===== config.mk =====
export PLATFORM = sky130hd
export DESIGN_NAME = card_dealer
export DESIGN_NICKNAME = d
export VERILOG_FILES = /design/src/rtl/card_dealer.sv
export SDC_FILE = /design/constraint.sdc
export NUM_CORES = 1
export LEC_CHECK = 0
export ABC_AREA = 1
export BUFFER_PORTS_ARGS = -buffer_cell sky130_fd_sc_hd__buf_2
export CAP_MARGIN = 20
export CORE_ASPECT_RATIO = 2
export CORE_UTILIZATION = 35
export CTS_BUF_LIST = sky130_fd_sc_hd__clkbuf_2 sky130_fd_sc_hd__clkbuf_4 sky130_fd_sc_hd__clkbuf_8
export CTS_CLUSTER_DIAMETER = 80
export DETAILED_ROUTE_END_ITERATION = 8
export PLACE_DENSITY_LB_ADDON = 0.2
export SLEW_MARGIN = 10
export SYNTH_ARGS = -nofsm -noshare
export SYNTH_HDL_FRONTEND = slang
export SYNTH_SLANG_ARGS = --single-unit

===== constraint.sdc =====
create_clock -name clk -period 5.4 [get_ports clk]
set_clock_uncertainty 0.2 [all_clocks]
set_input_delay 0.27 -clock clk [delete_from_list [all_inputs] [get_ports clk]]
set_output_delay 0.27 -clock clk [all_outputs]
set_load 0.02 [all_outputs]

===== src/rtl/card_dealer.sv =====
// Card dealer: captures a 52-card shuffled stream into a deck memory, then deals
// cards in capture order with rank and blackjack-value decode.
module card_dealer #(
  parameter int unsigned LOW_THRESH = 15
) (
  input  logic       clk,
  input  logic       rst,
  input  logic       loadFlag,
  input  logic [5:0] card,
  input  logic       deal_req,
  output logic       ready,
  output logic       deal_valid,
  output logic [5:0] card_out,
  output logic [3:0] rank,
  output logic [3:0] value,
  output logic [5:0] remaining,
  output logic       deck_low,
  output logic       deck_empty,
  output logic       deal_err
);

  localparam logic [5:0] LowThresh = 6'(LOW_THRESH);

  typedef enum logic [1:0] {StLoad, StReady, StEmpty} state_e;

  state_e     state_q, state_d;
  logic [5:0] wr_ptr_q, wr_ptr_d;
  logic [5:0] rd_ptr_q, rd_ptr_d;
  logic [5:0] last_q, last_d;
  logic [5:0] remaining_q, remaining_d;
  logic [5:0] card_out_q, card_out_d;
  logic [3:0] rank_q, rank_d;
  logic [3:0] value_q, value_d;
  logic       deal_valid_q, deal_valid_d;
  logic       deal_err_q, deal_err_d;

  logic [5:0] deck_q [52];

  logic       capture;
  logic [5:0] rd_card;
  logic [3:0] rd_rank;
  logic [3:0] rd_value;

  // A held card is captured once; out-of-range codes never touch last_q.
  assign capture  = (state_q == StLoad) && loadFlag && (card != last_q) && (card <= 6'd51);
  assign rd_card  = deck_q[rd_ptr_q];
  assign rd_rank  = 4'(rd_card % 6'd13) + 4'd1;
  assign rd_value = (rd_rank == 4'd1) ? 4'd11 : (rd_rank >= 4'd11) ? 4'd10 : rd_rank;

  always_comb begin
    state_d      = state_q;
    wr_ptr_d     = wr_ptr_q;
    rd_ptr_d     = rd_ptr_q;
    last_d       = last_q;
    remaining_d  = remaining_q;
    card_out_d   = card_out_q;
    rank_d       = rank_q;
    value_d      = value_q;
    deal_valid_d = 1'b0;
    deal_err_d   = 1'b0;
    unique case (state_q)
      StLoad: begin
        if (capture) begin
          wr_ptr_d = wr_ptr_q + 6'd1;
          last_d   = card;
          if (wr_ptr_q == 6'd51) begin
            state_d     = StReady;
            remaining_d = 6'd52;
            rd_ptr_d    = 6'd0;
          end
        end
        deal_err_d = deal_req;
      end
      StReady: begin
        if (deal_req) begin
          deal_valid_d = 1'b1;
          card_out_d   = rd_card;
          rank_d       = rd_rank;
          value_d      = rd_value;
          rd_ptr_d     = rd_ptr_q + 6'd1;
          remaining_d  = remaining_q - 6'd1;
          if (remaining_q == 6'd1) state_d = StEmpty;
        end
      end
      StEmpty: deal_err_d = deal_req;
      default: state_d = StLoad;
    endcase
  end

  always_ff @(posedge clk) begin
    if (rst) begin
      state_q      <= StLoad;
      wr_ptr_q     <= 6'd0;
      rd_ptr_q     <= 6'd0;
      last_q       <= 6'h3F;
      remaining_q  <= 6'd0;
      card_out_q   <= 6'd0;
      rank_q       <= 4'd0;
      value_q      <= 4'd0;
      deal_valid_q <= 1'b0;
      deal_err_q   <= 1'b0;
    end else begin
      state_q      <= state_d;
      wr_ptr_q     <= wr_ptr_d;
      rd_ptr_q     <= rd_ptr_d;
      last_q       <= last_d;
      remaining_q  <= remaining_d;
      card_out_q   <= card_out_d;
      rank_q       <= rank_d;
      value_q      <= value_d;
      deal_valid_q <= deal_valid_d;
      deal_err_q   <= deal_err_d;
    end
  end

  // Deck storage is not reset; wr_ptr_q only reaches 51 while capturing.
  always_ff @(posedge clk) begin
    if (!rst && capture) deck_q[wr_ptr_q] <= card;
  end

  assign ready      = (state_q == StReady);
  assign deck_empty = (state_q == StEmpty);
  assign deck_low   = ready && (remaining_q <= LowThresh);
  assign remaining  = remaining_q;
  assign card_out   = card_out_q;
  assign rank       = rank_q;
  assign value      = value_q;
  assign deal_valid = deal_valid_q;
  assign deal_err   = deal_err_q;

endmodule


==> results of run 1 <==
## final cells by class
cell class	count	area share (%)
clock buffer	60	4.430
inverter	83	1.910
antenna	1	0.01452
timing repair buffer	78	3.747
multi-input combinational	913	24.98
sequential	360	59.99
tap	550	3.994
clock inverter	24	0.9368
## worst max-delay path, delay by kind of cell, from the launching register on
family          cells  cell delay [ns]
fa+ha+maj           3             0.65
buf+inv             7             0.73
flops               1             0.39
simple gates       22             2.61
compound gates      2             0.35
## what timing repair did
action | in CTS | in global routing
hold buffers | 6 | 0
setup endpoints to repair | 0 | 5
endpoints found under the hold margin | 46 | 0
gates resized for setup | 0 | 5
setup buffers | 0 | 5
## synth_stat cells, drive strengths merged
library cell | instances | area, µm²
nand2 | 328 | 1276
edfxtp | 312 | 9369
nand3 | 183 | 945.9
nor2 | 177 | 664.4
o21ai | 95 | 486.7
inv | 82 | 310.3
buf | 57 | 402.9
dfxtp | 48 | 960.9
o211ai | 25 | 192.7
o22ai | 20 | 125.1
a21oi | 17 | 85.08
nor3 | 17 | 85.08
clkbuf | 15 | 56.30
ha | 11 | 137.6
nand3b | 5 | 37.54
nand4 | 5 | 31.28
xor2 | 5 | 43.79
and3 | 4 | 25.02
o21bai | 4 | 41.29
a31oi | 3 | 18.77
nor3b | 2 | 15.01
o21a | 2 | 15.01
o221ai | 2 | 17.52
or2 | 2 | 12.51
a211oi | 1 | 7.510
a31o | 1 | 8.760
clkinv | 1 | 3.750
nor4 | 1 | 6.260
o31ai | 1 | 7.510
o32ai | 1 | 8.760
xnor2 | 1 | 8.760
## layer usage
metal  vias to the layer above  GRT usage, %  wire length, µm
met1                      5182         19.97            15740
met5                         -             0                0
met4                         0         9.620             1969
met3                        96         1.634             1423
met2                       278         36.24            23570
li1                       5066             -                -
## power groups by stage
stage               registers (µW)  logic (µW)  clock network [µW]
global route                  3030         213                2170
detailed placement            3090         190                   0
CTS                           3030         194                2080
floorplan                     3090         100                   0
finish                        3030         193                2040
global placement              3090         188                   0
## cell families (layout without fill, tap and decap cells)
logic type,Yosys count,count (layout),share of synthesized area (%)
compound gates,172,172,6.586
buf+inv,155,245,5.019
other cells,0,1,0
simple gates,724,724,20.12
xor+xnor,6,6,0.3411
fa+ha+maj,11,11,0.8933
flops,360,360,67.05
## sequential cells by signal, indices dropped and copies added, names as in the netlist, named ones only
signal,flops
rd_ptr_q,6
value,4
remaining,6
deal_err,1
deal_valid,1
wr_ptr_q,6
deck_q,312
last_q,6
state_q,2
rank,4
card_out,6
## how the worst max path moves through the flow
stage,endpoint,slack (ns),startpoint
floorplan,value[1]$_SDFFE_PP0P_,1.24,flip-flop
global placement,value[1]$_SDFFE_PP0P_,0.33,flip-flop
detailed placement,value[1]$_SDFFE_PP0P_,0.23,flip-flop
CTS,value[1]$_SDFFE_PP0P_,0.19,flip-flop
global route,value[0]$_SDFFE_PP0P_,0.006,flip-flop
finish,value[1]$_SDFFE_PP0P_,0.36,flip-flop
## through the flow
| step | util, % | total power, µW | setup slack [ns] | cells |
|---|---|---|---|---|
| after floorplan | - | 3194 | 1.240 | 1428 |
| after global placement | 37.17 | 3281 | 0.3342 | 1971 |
| after detailed placement | 37.17 | 3283 | 0.2292 | 1971 |
| after CTS | 39.44 | 5311 | 0.1881 | 2061 |
| after global routing | 39.72 | 5410 | 0.006023 | 2069 |
| final | 39.72 | 5270 | 0.3560 | 2069 |
==> impl_metrics.ini, run 1 <==
[run_status]
status = completed

[yosys]
synth_cell_types = 43
ys_warn_count = 0
seq_area_frac_synth_pct = 67.05
syn_avg_cell_area_um2 = 10.79
netlist_instances = 1428
ys_ff_latch = 360
synth_fp_nets = 1449
syn-cell-area_mm2 = 0.01541

[global_routing]
gr-total-overflow = 0
grt_max_degree = 105
antenna_found_initial = 1
grt_pass1_vias = 10680
grt_usage_pct = 18.90
grt_pass1_wl_um = 62810

[detailed_routing]
first_pass_iters = 5
initialDrtViolationCount = 643
wirelength_um = 42710
drc = 0
num_vias = 10620
final_antenna_net_count = 0
avgViaCountPerCell = 5.134
wire_per_inst_um = 20.64

[timing]
slew_headroom_pct = 46.84
timing.fmax_ghz = 0.1983
slew_violations = 0
finalSetupViolations = 0
period_minus_slack_ns = 5.044
fin_setup_tns_ns = 0
min_period_over_period_pct = 93.41
holdWs_ns = 0.2197
rsz0062_at_grt = no
final_hold_viol_count = 0
tightest_slew_ns = 0.7945

[worst_hold_path]
hold_path.startpoint = loadFlag
worstHoldPathCells = 5
hp-class = in -> reg
holdPathEnd = last_q[5]$_SDFFE_PP1P_

[finish]
multi_input_area_mm2 = 0.004304
seq_area_mm2 = 0.01033
fin_area_mm2 = 0.01723
fillers = 4213
nNetsFinal = 1504
layout_common_cells = nand2_1 (312), edfxtp_1 (312), nor2_1 (177), nand3_1 (177), inv_1 (74)
drive_gt1_share_pct = 11.99
syn_to_final_growth_pct = 11.82

[worst_setup_path]
slowest_stage = dfxtp_2
max_stage_delay_ns = 0.39
r2r_slack_ns = 0.36
cp_data_arrival_time_ns = 5.34
r2r-end = value[1]$_SDFFE_PP0P_
r2r_cells = 34
required_ns = 5.69
path_common_cell = nand2_1
critPathCaptureType = flip-flop
start_kind = flip-flop
path_class = reg -> reg
crit_fanout = 67

[floorplan]
die_h_um = 298.7
die_area_mm2 = 0.04492
fp.coreArea_mm2 = 0.04338
die_w_um = 150.4
num_rows = 108
ios = 35
start_util_pct = 35.52

[placed_design]
place.gp.congestion = 0.8388
postPlaceCellArea_mm2 = 0.01612
hpwl_um = 27360
io_buffers = 34

[power_and_ir_drop]
p_switching_uw = 1171
switching_share_pct = 22.22
pwr-share-comb_pct = 3.7
p_per_area_mw_per_mm2 = 305.9
power.internal_uw = 4099
worst_ir_drop_vdd_mv = 0.2472
pwr-share-seq_pct = 57.5
power.clock.fraction_pct = 38.8
p_leak_uw = 0.006284

[flow_run]
max-cap-violations = 0

[clock_network]
clk_latency_ns = 0.60
cts_tree = built
cts_htree_levels = 2
cts.path.max_buffers = 3
clkTransAtPathRegs_ns = 0.08
cts_root_buf = clkbuf_8
clkSinkCount = 360
cts_buffers = 47
Power figures use the tool's default switching activity.
==> inputs of run 2 (changes only) <==
--- a/config.mk
+++ b/config.mk
@@ -9,6 +9,7 @@
 export BUFFER_PORTS_ARGS = -buffer_cell sky130_fd_sc_hd__buf_2
 export CAP_MARGIN = 20
 export CORE_ASPECT_RATIO = 2
+export CORE_MARGIN = 5
 export CORE_UTILIZATION = 35
 export CTS_BUF_LIST = sky130_fd_sc_hd__clkbuf_2 sky130_fd_sc_hd__clkbuf_4 sky130_fd_sc_hd__clkbuf_8
 export CTS_CLUSTER_DIAMETER = 80
==> run 2 against run 1 <==
Non-clock buffer count down 7. Total power shrank 1.2%. Largest power group unchanged. Hold slack worse by 0.064 ns. Flip-flop and latch count is the same. Via count fell by 0.21%. Clock power is 3% lower. Worst setup slack better by 0.11 ns. Critical path depth increased by 1.
==> impl_metrics.ini, run 2 (synthesis results as in run 1) <==
[timing]
holdWs_ns = 0.1556
rsz0062_at_grt = no
finalSetupViolations = 0
slew_headroom_pct = 46.68
fin_setup_tns_ns = 0
final_hold_viol_count = 0
period_minus_slack_ns = 4.933
min_period_over_period_pct = 91.35
timing.fmax_ghz = 0.2027
slew_violations = 0
tightest_slew_ns = 0.7999

[floorplan]
die_area_mm2 = 0.04857
fp.coreArea_mm2 = 0.04351
die_h_um = 306.7
num_rows = 108
die_w_um = 158.4
ios = 35
start_util_pct = 35.41

[clock_network]
cts.path.max_buffers = 3
clk_latency_ns = 0.59
cts_buffers = 47
cts_htree_levels = 2
clkTransAtPathRegs_ns = 0.07
cts_tree = built
clkSinkCount = 360
cts_root_buf = clkbuf_8

[flow_run]
max-cap-violations = 0

[power_and_ir_drop]
pwr-share-comb_pct = 3.7
power.internal_uw = 4066
worst_ir_drop_vdd_mv = 0.2078
pwr-share-seq_pct = 58.2
p_leak_uw = 0.006260
p_per_area_mw_per_mm2 = 303.0
p_switching_uw = 1141
power.clock.fraction_pct = 38.0
switching_share_pct = 21.91

[global_routing]
grt_pass1_vias = 10650
grt_max_degree = 93
gr-total-overflow = 0
antenna_found_initial = 1
grt_usage_pct = 17.17
grt_pass1_wl_um = 63540

[finish]
largest_reg_flops = 312
fin_area_mm2 = 0.01718
largest-register = deck_q
layout_common_cells = nand2_1 (312), edfxtp_1 (312), nor2_1 (177), nand3_1 (177), inv_1 (74)
fillers = 4274
nNetsFinal = 1497
layout.cells.non_filler = 2058
drive_gt1_share_pct = 11.81
syn_to_final_growth_pct = 11.52

[worst_setup_path]
r2r_cells = 35
path_class = reg -> reg
crit_fanout = 39
cp_data_arrival_time_ns = 5.21
required_ns = 5.67
r2r_slack_ns = 0.47
r2r-end = value[0]$_SDFFE_PP0P_
max_stage_delay_ns = 0.39
slowest_stage = dfxtp_4
worstSetupEndpoint = value[0]$_SDFFE_PP0P_
path_common_cell = nand2_1
start_kind = flip-flop
critPathCaptureType = flip-flop

[detailed_routing]
highest_layer = met4
avgViaCountPerCell = 5.151
wirelength_um = 42630
dr_wl_met3_um = 1487
m1WireLength_um = 15310
final_antenna_net_count = 0
num_vias = 10600
initialDrtViolationCount = 866
first_pass_iters = 5
drc = 0
dr_wl_met2_um = 24090
wire_per_inst_um = 20.71

[placed_design]
io_buffers = 34
place.gp.congestion = 0.8630
hpwl_um = 27370
dpl.cell_count = 1967
postPlaceCellArea_mm2 = 0.01610

[worst_hold_path]
hp-class = in -> reg

[run_status]
status = completed
run 2: worst min path at each step:
stage,endpoint,slack (ns),cells after the start,from
6_report,deck_q[48][4]$_DFFE_PP_,0.16,1,card[4]
3_5_place_dp,rank[0]$_SDFFE_PP0P_,0.26,2,rank[0]$_SDFFE_PP0P_
3_3_place_gp,rank[0]$_SDFFE_PP0P_,0.25,2,rank[0]$_SDFFE_PP0P_
5_1_grt,deck_q[48][4]$_DFFE_PP_,0.13,1,card[4]
4_1_cts,deck_q[48][4]$_DFFE_PP_,0.12,1,card[4]
2_1_floorplan,deal_valid$_SDFF_PP0_,0.15,1,rst
run 2: final cells by class:
| cell class | count | area, µm² | area share, % |
|---|---|---|---|
| well taps | 550 | 688.2 | 4.005 |
| repair buffers | 71 | 630.6 | 3.670 |
| clock inverters | 12 | 60.06 | 0.3495 |
| clock buffers | 68 | 835.8 | 4.864 |
| flip-flops and latches | 360 | 10340 | 60.16 |
| inverters | 83 | 324.1 | 1.886 |
| diodes | 1 | 2.502 | 0.01456 |
| multi-input cells | 913 | 4304 | 25.05 |
run 2: critical path, delay by kind of cell, from the launching register on:
family / cells / cell delay, ns
AO/OA/AOI/OAI: 2 / 0.28
adder cells (fa/ha/maj): 3 / 0.66
buffers and inverters: 6 / 0.62
flip-flops: 1 / 0.39
AND/OR/NAND/NOR: 24 / 2.64
run 2: timing repair:
item	CTS	global route
gates resized for setup	0	10
endpoints found under the hold margin	17	0
setup buffers	0	1
hold buffers	6	0
setup endpoints to repair	0	5
run 2: stage by stage:
stage	setup slack (ns)	total power [µW]	util (%)
finish	0.4673	5207	39.49
global route	0.009716	5405	39.49
CTS	0.3811	5269	39.21
detailed placement	0.4031	3285	37.01
global placement	0.4965	3279	37.01
floorplan	1.240	3194	-
run 2: metal layers:
layer | global-route usage (%) | vias to the layer above
met3 | 1.787 | 86
met1 | 18.65 | 5204
li1 | - | 5045
met2 | 33.15 | 265
met5 | 0 | -
met4 | 6.890 | 0
run 2: power groups by stage:
stage | Combinational [µW] | Clock, µW | Sequential (µW)
6_report | 195 | 1980 | 3030
4_1_cts | 196 | 2040 | 3030
3_3_place_gp | 187 | 0 | 3090
5_1_grt | 214 | 2160 | 3030
2_1_floorplan | 100 | 0 | 3090
3_5_place_dp | 191 | 0 | 3090
==> inputs of run 3 (changes only) <==
--- a/config.mk
+++ b/config.mk
@@ -14,6 +14,7 @@
 export CTS_BUF_LIST = sky130_fd_sc_hd__clkbuf_2 sky130_fd_sc_hd__clkbuf_4 sky130_fd_sc_hd__clkbuf_8
 export CTS_CLUSTER_DIAMETER = 80
 export DETAILED_ROUTE_END_ITERATION = 8
+export GPL_TIMING_DRIVEN = 0
 export PLACE_DENSITY_LB_ADDON = 0.2
 export SLEW_MARGIN = 10
 export SYNTH_ARGS = -nofsm -noshare
==> constraint.sdc (replaced) <==
create_clock -name clk -period 5.1 [get_ports clk]
set_clock_uncertainty 0.2 [all_clocks]
set_input_delay 0.255 -clock clk [delete_from_list [all_inputs] [get_ports clk]]
set_output_delay 0.255 -clock clk [all_outputs]
set_load 0.02 [all_outputs]
==> run 3 against run 2 <==
Worst setup slack worse by 0.26 ns. Highest routed layer unchanged. Count of clock-buffer cells in the layout fell by 5. Global-route usage grew 4.7 points. Via count increased by 9.0%. Flip-flop and latch count unchanged.
==> impl_metrics.ini, run 3 (synthesis results as in run 1) <==
[clock_network]
clkTransAtPathRegs_ns = 0.07
cts_buffers = 46
clkSinkCount = 360
cts_tree = built
cts_htree_levels = 2
clk_latency_ns = 0.61
cts.path.max_buffers = 3
cts_root_buf = clkbuf_8

[finish]
syn_to_final_growth_pct = 17.57
largest_reg_flops = 312
fillers = 4218
layout_commonest_cell = edfxtp_1
layout_common_cells = edfxtp_1 (312), nand2_1 (303), nor2_1 (176)
drive_gt1_share_pct = 17.27
largest-register = deck_q
nNetsFinal = 1565

[detailed_routing]
first_pass_iters = 7
drc = 0
num_vias = 11550
final_antenna_net_count = 0
initialDrtViolationCount = 1094
wire_per_inst_um = 25.54
wirelength_um = 54300
avgViaCountPerCell = 5.434

[global_routing]
gr-total-overflow = 0
grt_usage_pct = 21.83
grt_pass1_vias = 11470
antenna_found_initial = 1
grt_pass1_wl_um = 75590
grt_max_degree = 56

[worst_hold_path]
hp-class = in -> reg

[timing]
min_period_over_period_pct = 96.00
finalSetupViolations = 0
tightest_slew_ns = 1.124
final_hold_viol_count = 0
holdWs_ns = 0.1619
period_minus_slack_ns = 4.896
slew_violations = 0
timing.fmax_ghz = 0.2042
slew_headroom_pct = 25.09

[floorplan]
num_rows = 108
fp.coreArea_mm2 = 0.04351
die_w_um = 158.4
die_area_mm2 = 0.04857
die_h_um = 306.7
ios = 35
start_util_pct = 35.41

[worst_setup_path]
crit_fanout = 6
path_class = reg -> reg
required_ns = 5.39
worstSetupEndpoint = value[0]$_SDFFE_PP0P_
r2r_cells = 39
path_common_cell = nand2_1
slowest_stage = dfxtp_4
r2r_slack_ns = 0.20
critPathCaptureType = flip-flop
start_kind = flip-flop
r2r-end = value[0]$_SDFFE_PP0P_
cp_data_arrival_time_ns = 5.19
max_stage_delay_ns = 0.41

[placed_design]
io_buffers = 34
place.gp.congestion = 0.9439
hpwl_um = 37920

[flow_run]
max-cap-violations = 0

[power_and_ir_drop]
p_total_uw = 5593
p_leak_uw = 0.006704
p_per_area_mw_per_mm2 = 308.7
worst_ir_drop_vdd_mv = 0.2457

[run_status]
status = completed
==> run 3: cell count changes in the layout (fill, tap and decap cells not counted), sizes merged <==
cell         delta
clkinv          +2
dlygate4sd3     -1
clkinvlp        +1
inv             -1
buf            +56
bufinv          +2
clkbuf          +9
==> run 3: worst min path at each step <==
stage	slack, ns	cells past startpoint	end	startpoint
after floorplan	0.14	1	deal_valid$_SDFF_PP0_	rst
after global placement	0.25	2	rank[0]$_SDFFE_PP0P_	rank[0]$_SDFFE_PP0P_
after detailed placement	0.27	2	value[2]$_SDFFE_PP0P_	value[2]$_SDFFE_PP0P_
after CTS	0.14	5	wr_ptr_q[3]$_SDFFE_PP0P_	loadFlag
after global routing	0.20	5	wr_ptr_q[3]$_SDFFE_PP0P_	loadFlag
final	0.16	5	wr_ptr_q[3]$_SDFFE_PP0P_	loadFlag
==> run 3: per-layer routing <==
metal	vias up	track usage (%)	share of wire [%]
met3	191	2.716	5.1
met4	0	14.59	8.2
met1	5630	21.62	32
met2	527	41.14	55
met5	-	0	0
li1	5204	-	-
==> run 3: critical path, delay by kind of cell, from the launching register on <==
family	cells	cell delay (ns)
compound gates	2	0.26
fa+ha+maj	3	0.58
buf+inv	9	0.84
flops	1	0.41
simple gates	25	2.49
==> run 3: layout make-up <==
class / instances / area (µm²) / share of cell area [%]
clock buffer: 63 / 779.5 / 4.303
buffer: 68 / 720.7 / 3.978
antenna: 1 / 2.502 / 0.01381
timing repair buffer: 72 / 620.6 / 3.426
sequential: 360 / 10330 / 57.05
multi-input combinational: 913 / 4507 / 24.88
clock inverter: 16 / 123.9 / 0.6838
inverter: 83 / 337.8 / 1.865
tap: 550 / 688.2 / 3.799
==> run 3: power breakdown <==
part           switching, µW  internal, µW  leakage [µW]
Combinational            161          62.5       0.00303
Sequential              5.85          3200       0.00319
Clock                   1070          1090      0.000480
Total                   1240          4360       0.00670
==> run 3: what timing repair did <==
item / CTS / global route
gates resized for setup: 74 / 77
cloned: 0 / 3
buffers inserted: 4 / 23
endpoints found under the setup margin: 8 / 7
pin swaps: 3 / 26
hold endpoints to repair: 8 / 39
hold buffers: 2 / 3
==> run 3: through the flow <==
step / util [%] / cell area, µm² / cells / TNS [ns] / setup WS (ns)
after global routing: 41.63 / 18110 / 2126 / -0.05556 / -0.04442
after global placement: 37.38 / 16270 / 2012 / -4.606 / -0.8010
after CTS: 40.06 / 17430 / 2093 / 0 / 0.004095
after floorplan: - / 15410 / 1428 / 0 / 0.9399
final: 41.63 / 18110 / 2126 / 0 / 0.2038
after detailed placement: 37.38 / 16270 / 2012 / -5.307 / -0.8815
